### src/rtl/cs161_ctrl_pkg.sv
// Shared encodings for the CS161 multi-cycle control unit: states, opcodes,
// funct codes, ALU codes, mux selects and the per-state Moore output table.
package cs161_ctrl_pkg;

    typedef enum logic [3:0] {
        S_FETCH    = 4'd0,
        S_DECODE   = 4'd1,
        S_MEM_ADDR = 4'd2,
        S_MEM_RD   = 4'd3,
        S_MEM_WB   = 4'd4,
        S_MEM_WR   = 4'd5,
        S_R_EX     = 4'd6,
        S_R_WB     = 4'd7,
        S_BEQ      = 4'd8,
        S_JMP      = 4'd9,
        S_ADDI_EX  = 4'd10,
        S_ADDI_WB  = 4'd11
    } state_e;

    localparam logic [5:0] OP_RTYPE = 6'b000000;
    localparam logic [5:0] OP_LW    = 6'b100011;
    localparam logic [5:0] OP_SW    = 6'b101011;
    localparam logic [5:0] OP_BEQ   = 6'b000100;
    localparam logic [5:0] OP_J     = 6'b000010;
    localparam logic [5:0] OP_ADDI  = 6'b001000;

    localparam logic [5:0] FN_ADD = 6'b100000;
    localparam logic [5:0] FN_SUB = 6'b100010;
    localparam logic [5:0] FN_AND = 6'b100100;
    localparam logic [5:0] FN_OR  = 6'b100101;
    localparam logic [5:0] FN_SLT = 6'b101010;
    localparam logic [5:0] FN_NOR = 6'b100111;

    localparam logic [3:0] ALU_AND = 4'b0000;
    localparam logic [3:0] ALU_OR  = 4'b0001;
    localparam logic [3:0] ALU_ADD = 4'b0010;
    localparam logic [3:0] ALU_SUB = 4'b0110;
    localparam logic [3:0] ALU_SLT = 4'b0111;
    localparam logic [3:0] ALU_NOR = 4'b1100;

    localparam logic [1:0] ASB_B      = 2'b00;
    localparam logic [1:0] ASB_FOUR   = 2'b01;
    localparam logic [1:0] ASB_IMM    = 2'b10;
    localparam logic [1:0] ASB_IMM_SH = 2'b11;

    localparam logic [1:0] PCS_ALU    = 2'b00;
    localparam logic [1:0] PCS_ALUOUT = 2'b01;
    localparam logic [1:0] PCS_JUMP   = 2'b10;

    typedef struct packed {
        logic       pc_write;
        logic       branch;
        logic       i_or_d;
        logic       mem_read;
        logic       mem_write;
        logic       ir_write;
        logic       mem_to_reg;
        logic       reg_dst;
        logic       reg_write;
        logic       alu_src_a;
        logic [1:0] alu_src_b;
        logic [3:0] alu_op;
        logic [1:0] pc_source;
        logic       done;
    } ctrl_t;

    function automatic logic op_supported(input logic [5:0] op);
        return (op == OP_RTYPE) || (op == OP_LW) || (op == OP_SW) ||
               (op == OP_BEQ) || (op == OP_J) || (op == OP_ADDI);
    endfunction

    // R_EX leaves alu_op at 0 here; the top muxes in the funct decode.
    function automatic ctrl_t state_ctrl(input state_e s);
        ctrl_t c;
        c = '0;
        case (s)
            S_FETCH: begin
                c.mem_read  = 1'b1;
                c.ir_write  = 1'b1;
                c.pc_write  = 1'b1;
                c.alu_src_b = ASB_FOUR;
                c.alu_op    = ALU_ADD;
            end
            S_DECODE: begin
                c.alu_src_b = ASB_IMM_SH;
                c.alu_op    = ALU_ADD;
            end
            S_MEM_ADDR, S_ADDI_EX: begin
                c.alu_src_a = 1'b1;
                c.alu_src_b = ASB_IMM;
                c.alu_op    = ALU_ADD;
            end
            S_MEM_RD: begin
                c.mem_read = 1'b1;
                c.i_or_d   = 1'b1;
            end
            S_MEM_WB: begin
                c.reg_write  = 1'b1;
                c.mem_to_reg = 1'b1;
                c.done       = 1'b1;
            end
            S_MEM_WR: begin
                c.mem_write = 1'b1;
                c.i_or_d    = 1'b1;
                c.done      = 1'b1;
            end
            S_R_EX: c.alu_src_a = 1'b1;
            S_R_WB: begin
                c.reg_write = 1'b1;
                c.reg_dst   = 1'b1;
                c.done      = 1'b1;
            end
            S_BEQ: begin
                c.alu_src_a = 1'b1;
                c.alu_op    = ALU_SUB;
                c.branch    = 1'b1;
                c.pc_source = PCS_ALUOUT;
                c.done      = 1'b1;
            end
            S_JMP: begin
                c.pc_write  = 1'b1;
                c.pc_source = PCS_JUMP;
                c.done      = 1'b1;
            end
            S_ADDI_WB: begin
                c.reg_write = 1'b1;
                c.done      = 1'b1;
            end
            default: c = '0;
        endcase
        return c;
    endfunction

endpackage

### src/rtl/cs161_alu_decoder.sv
// R-type funct to ALU code decode; the legal flag feeds the DECODE illegal check.
module cs161_alu_decoder
    import cs161_ctrl_pkg::*;
(
    input  logic [5:0] funct,
    output logic [3:0] alu_code,
    output logic       legal
);

    always_comb begin
        alu_code = ALU_AND;
        legal    = 1'b1;
        case (funct)
            FN_ADD:  alu_code = ALU_ADD;
            FN_SUB:  alu_code = ALU_SUB;
            FN_AND:  alu_code = ALU_AND;
            FN_OR:   alu_code = ALU_OR;
            FN_SLT:  alu_code = ALU_SLT;
            FN_NOR:  alu_code = ALU_NOR;
            default: legal    = 1'b0;
        endcase
    end

endmodule

### src/rtl/cs161_multicycle_ctrl.sv
// Multi-cycle MIPS-subset control FSM. Moore outputs are registered from the
// next state; only R_EX alu_op and the DECODE illegal pulse look at IR fields.
module cs161_multicycle_ctrl
    import cs161_ctrl_pkg::*;
(
    input  logic       clk,
    input  logic       rst,
    input  logic [5:0] instr_op,
    input  logic [5:0] funct,
    output logic       pc_write,
    output logic       branch,
    output logic       i_or_d,
    output logic       mem_read,
    output logic       mem_write,
    output logic       ir_write,
    output logic       mem_to_reg,
    output logic       reg_dst,
    output logic       reg_write,
    output logic       alu_src_a,
    output logic [1:0] alu_src_b,
    output logic [3:0] alu_op,
    output logic [1:0] pc_source,
    output logic [3:0] state_out,
    output logic       instr_done,
    output logic       illegal_op
);

    state_e     state_q;
    state_e     state_nxt;
    state_e     state_go;
    logic       run_q;
    ctrl_t      ctrl_q;
    logic [3:0] dec_code;
    logic       fn_legal;
    logic       illegal;

    cs161_alu_decoder u_alu_dec (
        .funct    (funct),
        .alu_code (dec_code),
        .legal    (fn_legal)
    );

    assign illegal = !op_supported(instr_op) || ((instr_op == OP_RTYPE) && !fn_legal);

    always_comb begin
        state_nxt = S_FETCH;
        case (state_q)
            S_FETCH:  state_nxt = S_DECODE;
            S_DECODE: begin
                if (!illegal) begin
                    case (instr_op)
                        OP_LW, OP_SW: state_nxt = S_MEM_ADDR;
                        OP_RTYPE:     state_nxt = S_R_EX;
                        OP_BEQ:       state_nxt = S_BEQ;
                        OP_J:         state_nxt = S_JMP;
                        OP_ADDI:      state_nxt = S_ADDI_EX;
                        default:      state_nxt = S_FETCH;
                    endcase
                end
            end
            S_MEM_ADDR: state_nxt = (instr_op == OP_LW) ? S_MEM_RD : S_MEM_WR;
            S_MEM_RD:   state_nxt = S_MEM_WB;
            S_R_EX:     state_nxt = S_R_WB;
            S_ADDI_EX:  state_nxt = S_ADDI_WB;
            default:    state_nxt = S_FETCH;
        endcase
    end

    // The first edge after reset release only arms FETCH; stepping starts after it.
    assign state_go = run_q ? state_nxt : S_FETCH;

    always_ff @(posedge clk or negedge rst) begin
        if (!rst) begin
            state_q          <= S_FETCH;
            run_q            <= 1'b0;
            ctrl_q           <= '0;
            ctrl_q.alu_src_b <= ASB_FOUR;
            ctrl_q.alu_op    <= ALU_ADD;
        end else begin
            run_q  <= 1'b1;
            state_q <= state_go;
            ctrl_q <= state_ctrl(state_go);
        end
    end

    assign pc_write   = ctrl_q.pc_write;
    assign branch     = ctrl_q.branch;
    assign i_or_d     = ctrl_q.i_or_d;
    assign mem_read   = ctrl_q.mem_read;
    assign mem_write  = ctrl_q.mem_write;
    assign ir_write   = ctrl_q.ir_write;
    assign mem_to_reg = ctrl_q.mem_to_reg;
    assign reg_dst    = ctrl_q.reg_dst;
    assign reg_write  = ctrl_q.reg_write;
    assign alu_src_a  = ctrl_q.alu_src_a;
    assign alu_src_b  = ctrl_q.alu_src_b;
    assign alu_op     = (state_q == S_R_EX) ? dec_code : ctrl_q.alu_op;
    assign pc_source  = ctrl_q.pc_source;
    assign state_out  = state_q;
    assign illegal_op = (state_q == S_DECODE) && illegal;
    assign instr_done = ctrl_q.done || illegal_op;

endmodule

### config.mk
export PLATFORM = sky130hd
export DESIGN_NAME = cs161_multicycle_ctrl
export DESIGN_NICKNAME = d
export VERILOG_FILES = /design/src/rtl/cs161_ctrl_pkg.sv /design/src/rtl/cs161_alu_decoder.sv /design/src/rtl/cs161_multicycle_ctrl.sv
export SDC_FILE = /design/constraint.sdc
export NUM_CORES = 1
export LEC_CHECK = 0
export ABC_AREA = 1
export BUFFER_PORTS_ARGS = -buffer_cell sky130_fd_sc_hd__buf_2
export CORE_MARGIN = 2
export CORE_UTILIZATION = 45
export DETAILED_ROUTE_END_ITERATION = 7
export GPL_TIMING_DRIVEN = 0
export PLACE_DENSITY = 0.8
export SETUP_SLACK_MARGIN = 0.02
export SYNTH_ARGS = -nofsm -noshare
export SYNTH_HDL_FRONTEND = slang
export SYNTH_HIERARCHICAL = 1
export SYNTH_SLANG_ARGS = --single-unit
### constraint.sdc
create_clock -name clk -period 1.3 [get_ports clk]
set_input_delay 0.195 -clock clk [delete_from_list [all_inputs] [get_ports clk]]
set_output_delay 0.195 -clock clk [all_outputs]
set_load 0.1 [all_outputs]
Word-level counts from Yosys, hierarchy flattened:

Index checks and enable logic that the tools add are counted.

* output and inout bits: 24
* logic and storage cells: 89
* input bits: 14
* flip-flop bits (word level): 24

* reduce and logical (&&, ||, !) cells: 24
* equality and inequality tests: 27
* muxes and demuxes: 22

Operator list (count)
* 6-bit == test (second input constant): 8
* 4-bit one-hot mux with 5 select lines: 2
* 4-bit one-hot mux with 6 select lines: 1
* 4-bit by 3-bit == test with 1-bit output (second input constant): 5
* 4-bit == test (second input constant): 5
* 4-bit by 2-bit == test with 1-bit output (second input constant): 4
* 1-bit two-way mux: 12
* 4-bit two-way mux: 3
* 6-bit OR reduction: 2
* 2-bit OR reduction: 5
* 4-bit by 1-bit == test with 1-bit output (second input constant): 2
* 4-bit logical NOT: 2
* 4-bit OR reduction: 2
* 1-bit logical OR: 7
* 6-bit by 2-bit == test with 1-bit output (second input constant): 1
* 6-bit by 3-bit == test with 1-bit output (second input constant): 1
* 6-bit by 4-bit == test with 1-bit output (second input constant): 1
* 6-bit logical NOT: 1
* 2-bit one-hot mux with 3 select lines: 1
* 3-bit one-hot mux with 2 select lines: 1
* 2-bit one-hot mux with 2 select lines: 1
* 3-bit two-way mux: 1
* 3-bit OR reduction: 1
* 1-bit logical AND: 2
* 1-bit logical NOT: 2

Longest topological paths before layout:

Gate-level depths: netlist (run 1).

* depth after elaboration: 14
* mapped depth: 13
* depth with buffers taken out: 13

Modules after synthesis:

Netlist (run 1), hierarchy kept.

By module, submodules not included
* cs161_multicycle_ctrl: area each 1086.0 um^2, times used 1, cells an instance 136, sequential area each 528.0 um^2
* cs161_alu_decoder: area each 131.4 um^2, times used 1, cells an instance 22, sequential area each 0.0 um^2

Least setup slack after synthesis (run 1):

Ideal clock, no wire load.

* kind: register -> output
* start point: reg state_q[2] (netlist: state_out[2])
* end point: out instr_done
* data required time: 1.105 ns
* stages on the path, launching flop included: 7
* buffers on the path: 0
* data arrival time: 3.457 ns
* path slack: -2.352 ns
* cell sequence: dfrtp_1 > nor2_2 > inv_1 > nor2_2 > nand2_1 > a21oi_1 > or2_2

* longest elaborated chain between the ends: 3

Ends and longest elaborated chain
* start, declared: line cs161_multicycle_ctrl.sv:28 `state_e state_q;`
* start signal, assigned: line cs161_multicycle_ctrl.sv:81 `state_q <= state_go;`
* 4-bit by 1-bit == test with 1-bit output: line cs161_multicycle_ctrl.sv:100 `assign illegal_op = (state_q == S_DECODE) && illegal;`
* 1-bit logical AND: line cs161_multicycle_ctrl.sv:100
* named net illegal_op: line cs161_multicycle_ctrl.sv:25 `output logic illegal_op`
* 1-bit logical OR: line cs161_multicycle_ctrl.sv:101 `assign instr_done = ctrl_q.done || illegal_op;`
* end, declared: line cs161_multicycle_ctrl.sv:24 `output logic instr_done,`

The timed path passes the listed nets, and every way through them passes these cells.

Worst setup path after layout (run 1):

* start point: reg state_q[3] (netlist: state_out[3])
* end point: reg, netlist name alu_src_b[1]

* longest elaborated chain between the ends: 6
* elaborated cells on any way between the ends: 14
* classes of those cells: 8 x eq/ne; 3 x mux; 3 x reduce/logical

Ends and longest elaborated chain
* 4-bit == test (tied with other cells): line cs161_multicycle_ctrl.sv:47 `case (state_q)`
* 4-bit one-hot mux with 6 select lines (*): line cs161_multicycle_ctrl.sv:47
* 4-bit two-way mux (*): line cs161_multicycle_ctrl.sv:70 `assign state_go = run_q ? state_nxt : S_FETCH;`
* 4-bit by 2-bit == test with 1-bit output or 4-bit == test (tied branches): line cs161_ctrl_pkg.sv:76 `case (s)`
* 2-bit OR reduction: line cs161_ctrl_pkg.sv:76
* 2-bit one-hot mux with 3 select lines (*): line cs161_ctrl_pkg.sv:76

Every way passes the cells marked *; elsewhere a longest branch is shown, timed or not.

==> results of run 1 <==
==> where the power goes <==
group | switching [mW] | leakage, nW | internal (mW)
combinational | 0.298 | 0.889 | 0.137
clock | 0.195 | 0.0177 | 0.115
sequential | 0.0151 | 0.263 | 0.671
total | 0.508 | 1.17 | 0.923
==> placed cells by master, fill, tap and decap left out, types with 3 or more instances in the layout <==
| cell type | count |
|---|---|
| inv_1 | 25 |
| buf_4 | 23 |
| nand2_1 | 21 |
| dfrtp_1 | 14 |
| buf_2 | 14 |
| nor2_1 | 12 |
| clkbuf_4 | 12 |
| nor2_4 | 9 |
| nand3_1 | 9 |
| inv_2 | 8 |
| buf_12 | 8 |
| buf_6 | 8 |
| nand2_4 | 7 |
| nand2_2 | 5 |
| nor2_2 | 5 |
| inv_4 | 4 |
| nand4_1 | 4 |
| dfrtp_4 | 4 |
| nand3_2 | 3 |
| nand3_4 | 3 |
==> cell type report <==
class	instances	area, sq um	share of cell area, %
Multi-Input combinational cell	97	729	34.9
Timing Repair Buffer	62	578	27.7
Sequential cell	21	544	26.1
Inverter	37	149	7.13
Tap cell	30	37.5	1.80
Clock buffer	3	22.5	1.08
Buffer	3	22.5	1.08
Clock inverter	1	5.00	0.240
==> through the flow <==
stage	setup slack [ns]	util, %
6_report	-0.576	82.8
5_1_grt	-0.663	82.8
4_1_cts	-0.513	77.9
3_5_place_dp	-0.489	59.8
3_3_place_gp	-0.476	59.8
2_1_floorplan	-0.949	-
==> synthesized netlist by cell type <==
master    number
nand3_1       13
or2_2          1
conb_1         1
a21boi_1       1
nand4_1        4
o21ai_0        2
nand2_2        5
inv_1         32
a31oi_1        1
o21ai_1        2
nand2_1       27
nand2_4        1
buf_4          4
a21oi_2        1
mux2_2         2
nor2_8         1
dfrtp_1       19
nor2_4         2
nor2_2         6
nand3_2        2
a21oi_1        2
o211ai_2       1
dfstp_2        2
nor3_1         2
nand3b_2       1
inv_2          5
nor2_1        18
==> routing by layer <==
layer,up-vias,GRT usage [%]
li1,612,-
met1,648,25.3
met2,106,44.0
met3,30,5.58
met4,0,11.6
met5,-,0
==> kinds of logic after synthesis <==
| kind of cell | after synthesis | synth area share (%) |
|---|---|---|
| and+or+nand+nor | 83 | 35.3 |
| buffers and inverters | 41 | 13.9 |
| DFF | 21 | 43.4 |
| AOI/OAI and AO/OA | 10 | 5.34 |
| muxes | 2 | 1.85 |
| other | 1 | 0.308 |
==> repair_timing <==
| item | 4_1_cts | 5_1_grt |
|---|---|---|
| endpoints found under the hold margin | 19 | 0 |
| gates resized for setup | 78 | 21 |
| hold buffers | 1 | 0 |
| endpoints found under the setup margin | 34 | 40 |
| cloned | 0 | 1 |
| setup buffers | 18 | 7 |
| pin swaps | 10 | 13 |
==> worst max-delay path by stage <==
stage | end | slack, ns | cells after the start
CTS | instr_done | -0.51 | 7
floorplan | instr_done | -0.95 | 6
detailed placement | instr_done | -0.49 | 10
finish | alu_src_b[1] | -0.58 | 12
global route | alu_src_b[1] | -0.66 | 12
global placement | instr_done | -0.48 | 10
==> worst reg2reg max path, stage by stage (launching register included) <==
cell and delay, ns:
dfrtp_4 0.53, nor2_4 0.13, inv_2 0.07, nor2_4 0.09
nand2_2 0.08, buf_4 0.15, inv_2 0.06, nand2_2 0.08
nand2_4 0.12, buf_4 0.12, inv_1 0.05, nand4_1 0.18
o21ai_1 0.10
==> impl_metrics.env, run 1 <==
export IMPL_arrival_ns=2.07
export IMPL_cp_slowest_cell="dfrtp_4"
export IMPL_rsz0062_at_grt="true"
export IMPL_pin_count=38
export IMPL_stdcell_area_sq_mm=0.00209
export IMPL_cap_violations=0
export IMPL_grt_pass1_vias=1355
export IMPL_die_width_um=56.0
export IMPL_setup_viol=30
export IMPL_synth_seq_area_share_pct=43.4
export IMPL_syn_area_per_cell_sq_um=7.71
export IMPL_min_path_type="in2async"
export IMPL_cts_buffers=3
export IMPL_place_area_sq_mm=0.00151
export IMPL_reg2regPathDepth=12
export IMPL_startpoint="state_out[3]"
export IMPL_startpoint_type="flop"
export IMPL_areaGrowthSynthToFinish_pct=71.5
export IMPL_die_y_um=56.0
export IMPL_crit_path_end_kind="flop"
export IMPL_p_per_area_mw_per_mm2=685
export IMPL_track_usage_pct=23.9
export IMPL_viasPerCell=5.50
export IMPL_cts_tree="yes"
export IMPL_place_congestion=0.815
export IMPL_yosysUniqueCellTypes=27
export IMPL_grt_first_pass_wirelength_um=6000
export IMPL_grt_ovfl_total=0
export IMPL_post_drt_wl_per_cell_um=16.0
export IMPL_placeableCoreArea_sq_mm=0.00252
export IMPL_power_mw=1.43
export IMPL_vdd_drop_max_v=0.000890
export IMPL_rows=18
export IMPL_slew_headroom_pct=65.0
export IMPL_drive_gt1_share_pct=58.9
export IMPL_final_cells=254
export IMPL_finalHoldViolations=0
export IMPL_timing_rr_end="alu_src_b[1]"
export IMPL_tns_ns=-12.01
export IMPL_yosys_area_top_type="dfrtp_1"
export IMPL_fillers=128
export IMPL_path_buf_inv=5
export IMPL_min_period_ns=1.88
export IMPL_outcome="finished, violations left"
export IMPL_htree_levels=1
export IMPL_port_buffers=37
export IMPL_die_area_sq_mm=0.00314
export IMPL_path_max_fanout=4
export IMPL_worstSetupPathType="reg2reg"
export IMPL_wirelength_met1_um=1460
export IMPL_clk_pin_slew_ns=0.11
export IMPL_crit_required_ns=1.50
export IMPL_antenna_found_initial=0
export IMPL_violations="setup timing"
export IMPL_crit_family="simple AND/OR/NAND/NOR gates"
export IMPL_r2r_start="state_out[3]"
export IMPL_fin_skew_ns=0.00258
export IMPL_drv_slew=0
export IMPL_cts_root_buf="clkbuf_4"
export IMPL_met3WireLength_um=299
export IMPL_r2r_slack_ns=-0.58
export IMPL_synth_top_cell_area_share_pct=39.1
export IMPL_worst_slew_pin_slew_ns=0.525
export IMPL_wl_um=4080
export IMPL_layout_setup_ws_ns=-0.576
export IMPL_insertion_delay_ns=0.31
export IMPL_critPathMaxStageDelay_ns=0.53
export IMPL_start_util_pct=48.3
export IMPL_vias=1396
export IMPL_dp_cells=225
export IMPL_drc=0
export IMPL_fmax_ghz=0.533
export IMPL_synthCells=158
export IMPL_clkSinkCount=21
export IMPL_yosysWarningCount=6
export IMPL_power_leakage_nw=1.17
export IMPL_hold_slack_ns=0.349
export IMPL_post_dp_hpwl_um=1990
export IMPL_synth_area_sq_mm=0.00122
export IMPL_drtAntennaViolNets=0
export IMPL_synth_area_top_cells="dfrtp_1, inv_1, nand2_1, nor2_1, nand3_1"
export IMPL_drt_first_pass_iters=5
export IMPL_ys_ff_latch=21
export IMPL_top_layer="met4"
export IMPL_fin_nets=239
export IMPL_timing_final_crit_share_pct=144
export IMPL_grt_max_degree=22
export IMPL_diodes=0
export IMPL_drt_initial_drc_count=67
export IMPL_wl_met2_um=2130
export IMPL_clock_path_buffers=2
export IMPL_largest_register_ffs=4
export IMPL_syn_num_nets=172
export IMPL_crit_chain="nor2_4, inv_2, nor2_4, nand2_2, buf_4, inv_2, nand2_2, nand2_4, buf_4, inv_1, nand4_1, o21ai_1"
(Power assumes the default switching activity.)
==> run 2: changes to the inputs <==
- CORE_MARGIN: 2 -> default
- RECOVER_POWER: default -> 50
==> run 2 against run 1 <==
Compared with the run above: critical path type unchanged; the run still ends with setup timing left; clock-buffer cell count is 1 higher; largest power group unchanged; cell count decreased by 2.4%; global-route usage down 0.97 points.
==> impl_metrics.env, run 2 (synthesized netlist as in run 1, its figures left out) <==
export IMPL_outcome="finished, violations left"
export IMPL_violations="setup timing"
export IMPL_viasPerCell=5.40
export IMPL_startpoint="state_out[3]"
export IMPL_pin_count=38
export IMPL_fmax_ghz=0.529
export IMPL_cts_root_buf="clkbuf_4"
export IMPL_finalHoldViolations=0
export IMPL_vias=1340
export IMPL_cts_buffers=3
export IMPL_path_max_fanout=5
export IMPL_grt_pass1_vias=1132
export IMPL_power_leakage_nw=1.12
export IMPL_cap_violations=0
export IMPL_antenna_found_initial=0
export IMPL_fillers=137
export IMPL_crit_path_end_kind="flop"
export IMPL_place_congestion=0.815
export IMPL_start_util_pct=48.3
export IMPL_setup_viol=30
export IMPL_cp_slowest_cell="dfrtp_4"
export IMPL_grt_max_degree=22
export IMPL_startpoint_type="flop"
export IMPL_port_buffers=37
export IMPL_rsz0062_at_grt="true"
export IMPL_worstSetupPathType="reg2reg"
export IMPL_track_usage_pct=23.0
export IMPL_drv_slew=0
export IMPL_min_period_ns=1.89
export IMPL_largest_register_ffs=4
export IMPL_tns_ns=-12.82
export IMPL_grt_ovfl_total=0
export IMPL_power_mw=1.43
export IMPL_cts_tree="yes"
export IMPL_htree_levels=1
export IMPL_path_buf_inv=3
export IMPL_place_ws_ns=-0.505
export IMPL_crit_family="flip-flops"
export IMPL_drt_initial_drc_count=62
export IMPL_vdd_drop_max_v=0.00113
export IMPL_die_width_um=54.0
export IMPL_die_y_um=54.0
export IMPL_post_dp_hpwl_um=2070
export IMPL_post_drt_wl_per_cell_um=17.6
export IMPL_worst_slew_pin_slew_ns=0.589
export IMPL_areaGrowthSynthToFinish_pct=71.0
export IMPL_slew_headroom_pct=60.8
export IMPL_drc=0
export IMPL_clk_pin_slew_ns=0.12
export IMPL_drive_gt1_share_pct=59.6
export IMPL_fin_skew_ns=0.0109
export IMPL_p_per_area_mw_per_mm2=685
export IMPL_r2r_start="state_out[3]"
export IMPL_critPathMaxStageDelay_ns=0.52
export IMPL_drtAntennaViolNets=0
export IMPL_crit_required_ns=1.52
export IMPL_layout_commonest_cell="inv_1"
export IMPL_insertion_delay_ns=0.31
export IMPL_rows=18
export IMPL_crit_chain="buf_4, buf_6, buf_4, nand3_4, nand2_4, a31oi_4, nand2_4, nand2_8, nand2_1, o21ai_1"
export IMPL_grt_first_pass_wirelength_um=4690
export IMPL_wl_um=4360
export IMPL_fin_nets=233
export IMPL_clkSinkCount=21
export IMPL_clock_path_buffers=2
export IMPL_layout_setup_ws_ns=-0.591
export IMPL_fin_util_pct=82.5
export IMPL_most_common_layout_cells="inv_1, nand2_1, buf_4"
export IMPL_diodes=0
export IMPL_die_area_sq_mm=0.00292
export IMPL_timing_final_crit_share_pct=145
export IMPL_drt_first_pass_iters=5
export IMPL_placeableCoreArea_sq_mm=0.00252
export IMPL_arrival_ns=2.11
export IMPL_min_path_type="in2async"
## run 2: worst register-to-register path, cell delays in order, from the launching register on
cell and delay, ns:
dfrtp_4 0.52, buf_4 0.15, buf_6 0.11, buf_4 0.15, nand3_4 0.10, nand2_4 0.07, a31oi_4 0.19, nand2_4 0.13
nand2_8 0.13, nand2_1 0.08, o21ai_1 0.17
## run 2: path summary, 6_finish.rpt
path                       slack (ns)      endpoint  cells after the start
setup / recovery                -0.59  alu_src_b[1]                     10
hold / removal                   0.39  state_out[3]                      2
setup reg to reg                -0.59  alu_src_b[1]                     10
hold reg to reg                  0.88       reg_dst                      2
max in group asynchronous        0.51  state_out[2]                      2
min in group clk                 0.59       reg_dst                      8
## run 2: where the power goes
group / switching [mW] / internal, mW
Combinational: 0.298 / 0.127
Clock: 0.192 / 0.120
Sequential: 0.0179 / 0.671
Total: 0.508 / 0.917
## run 2: cell type report
type / count / area [sq um] / area share, %
well taps: 30 / 37.5 / 1.80
flip-flops and latches: 21 / 544 / 26.1
plain buffers: 3 / 22.5 / 1.08
repair buffers: 56 / 543 / 26.1
multi-input cells: 97 / 757 / 36.4
clock buffers: 4 / 26.3 / 1.26
inverters: 37 / 151 / 7.27
## run 2: stage by stage
step	cell area, sq um	instances	hold slack (ns)
after detailed placement	1510	225	0.163
final	2080	248	0.388
after floorplan	1290	158	-0.101
after global placement	1510	225	0.153
after global routing	2080	248	0.422
after CTS	1850	241	0.363
## run 2: what timing repair did
action                     4_1_cts  5_1_grt
hold endpoints to repair        19        0
buffers inserted                11        7
gates cloned                     1        0
pin swaps                        4       13
setup endpoints to repair       35       38
resized for setup               61       48
hold buffers                     1        0
## run 2: metal layers
| metal | global-route usage [%] | share of wire, % |
|---|---|---|
| met5 | 0 | 0 |
| met4 | 6.84 | 3.6 |
| met3 | 6.50 | 7.2 |
| met2 | 44.9 | 54 |
| met1 | 23.1 | 35 |
==> run 3: changes to the inputs <==
- CORE_UTILIZATION: 45 -> 50
- PLACE_DENSITY: 0.8 -> 0.84
- clock period: 1.3 -> 2 ns (I/O delays scaled with it)
==> run 3 against run 2 <==
Compared with the run above: the flow now finishes without violations; flip-flop and latch count is the same; die area decreased by 9.6%; clock-buffer cell count decreased by 1.
==> impl_metrics.env, run 3 (synthesized netlist as in run 1, its figures left out) <==
export IMPL_outcome="completed"
export IMPL_drive_gt1_share_pct=42.2
export IMPL_grt_pass1_vias=997
export IMPL_place_ws_ns=-0.000980
export IMPL_cts_tree="yes"
export IMPL_fmax_ghz=0.517
export IMPL_power_mw=0.855
export IMPL_place_area_sq_mm=0.00149
export IMPL_vdd_drop_max_v=0.000606
export IMPL_timing_final_crit_share_pct=96.7
export IMPL_reg2regPathDepth=11
export IMPL_r2r_start="state_out[2]"
export IMPL_worstSetupPathType="reg2out"
export IMPL_rows=17
export IMPL_crit_path_end_kind="output pin"
export IMPL_cts_buffers=3
export IMPL_min_path_cells=8
export IMPL_areaGrowthSynthToFinish_pct=30.2
export IMPL_setup_viol=0
export IMPL_wl_um=2510
export IMPL_drtAntennaViolNets=0
export IMPL_clock_path_buffers=2
export IMPL_timing_rr_end="ctrl_q[4]"
export IMPL_diodes=0
export IMPL_die_y_um=51.3
export IMPL_min_period_ns=1.93
export IMPL_placeableCoreArea_sq_mm=0.00225
export IMPL_fin_nets=219
export IMPL_fillers=179
export IMPL_worst_slew_pin_slew_ns=1.05
export IMPL_rsz0062_at_grt="true"
export IMPL_r2r_slack_ns=0.18
export IMPL_min_path_type="in2reg"
export IMPL_stdcell_area_sq_mm=0.00159
export IMPL_layout_setup_ws_ns=0.0651
export IMPL_path_max_fanout=5
export IMPL_finalHoldViolations=0
export IMPL_hold_start="instr_op[1]"
export IMPL_viasPerCell=4.89
export IMPL_startpoint_type="flop"
export IMPL_post_drt_wl_per_cell_um=10.8
export IMPL_insertion_delay_ns=0.30
export IMPL_drt_initial_drc_count=24
export IMPL_hold_slack_ns=0.603
export IMPL_hold_end="reg_dst"
export IMPL_cap_violations=0
export IMPL_antenna_found_initial=0
export IMPL_track_usage_pct=21.9
export IMPL_die_area_sq_mm=0.00264
export IMPL_cts_root_buf="clkbuf_4"
export IMPL_fin_skew_ns=0.00459
export IMPL_htree_levels=1
export IMPL_port_buffers=37
export IMPL_clkSinkCount=21
export IMPL_drv_slew=0
export IMPL_power_leakage_nw=0.974
export IMPL_post_dp_hpwl_um=1970
export IMPL_clk_pin_slew_ns=0.11
export IMPL_arrival_ns=1.63
export IMPL_vias=1135
export IMPL_slew_headroom_pct=29.7
export IMPL_die_width_um=51.3
export IMPL_crit_required_ns=1.70
export IMPL_drt_first_pass_iters=5
export IMPL_grt_max_degree=22
export IMPL_grt_ovfl_total=0
export IMPL_p_per_area_mw_per_mm2=539
export IMPL_place_congestion=0.832
export IMPL_largest_register_ffs=4
export IMPL_most_common_layout_cells="inv_1, nand2_1, buf_2"
export IMPL_pin_count=38
export IMPL_drc=0
export IMPL_start_util_pct=54.0
export IMPL_layout_commonest_cell="inv_1"
export IMPL_grt_first_pass_wirelength_um=4210
run 3: changes by cell type in the layout (fill, tap and decap cells not counted), moves of 6 or more:
cell and change:
buf_2 +9, nand2_1 +6, buf_6 -6, clkbuf_2 +7, buf_12 -9, buf_4 -10, inv_1 +9
run 3: final cells by class:
cell class | count | area [sq um] | share of cell area, %
Timing Repair Buffer | 42 | 259 | 16.3
Buffer | 4 | 30.0 | 1.89
Clock inverter | 1 | 5.00 | 0.316
Sequential cell | 21 | 538 | 33.9
Clock buffer | 3 | 22.5 | 1.42
Tap cell | 28 | 35.0 | 2.21
Inverter | 37 | 139 | 8.76
Multi-Input combinational cell | 96 | 557 | 35.1
run 3: worst max-delay path by stage:
stage	start	endpoint	slack, ns	cells past startpoint
2_1_floorplan	state_out[3]	instr_done	-0.37	6
3_3_place_gp	funct[5]	instr_done	0.02	10
3_5_place_dp	funct[5]	instr_done	-0.001	10
4_1_cts	state_out[3]	instr_done	0.01	7
5_1_grt	state_out[2]	instr_done	-0.01	7
6_report	state_out[2]	alu_op[2]	0.07	5
run 3: power breakdown:
| group | internal, mW | total (mW) | leakage, nW | switching, mW |
|---|---|---|---|---|
| Sequential | 0.435 | 0.444 | 0.265 | 0.00832 |
| Clock | 0.0747 | 0.194 | 0.0177 | 0.120 |
| Combinational | 0.0526 | 0.217 | 0.692 | 0.165 |
| Total | 0.563 | 0.855 | 0.974 | 0.293 |
run 3: worst max-delay path: stages (launching register included):
cell and delay, ns:
dfrtp_4 0.52, inv_1 0.08, nor2_1 0.05, nand2_2 0.17
mux2_4 0.33, buf_6 0.18
run 3: routing by layer:
layer / track usage, % / vias to the layer above / share of wire [%]
met2: 39.0 / 31 / 53
met4: 5.41 / 0 / 0.99
met1: 26.2 / 527 / 42
met3: 5.36 / 6 / 4.3
li1: - / 571 / -
met5: 0 / - / 0
run 3: what timing repair did:
| action | CTS | global route |
|---|---|---|
| gates resized for setup | 7 | 6 |
| hold endpoints to repair | 19 | 0 |
| pin swaps | 2 | 3 |
| setup endpoints to repair | 4 | 6 |
| hold buffers | 1 | 0 |
| setup buffers | 2 | 2 |
run 3: metrics by stage:
step / TNS (ns) / utilization (%) / std cells
detailed placement: -0.000980 / 65.9 / 223
floorplan: -0.366 / - / 158
finish: 0 / 70.3 / 232
CTS: 0 / 69.3 / 230
global placement: 0 / 65.9 / 223
global route: -0.0283 / 70.3 / 232
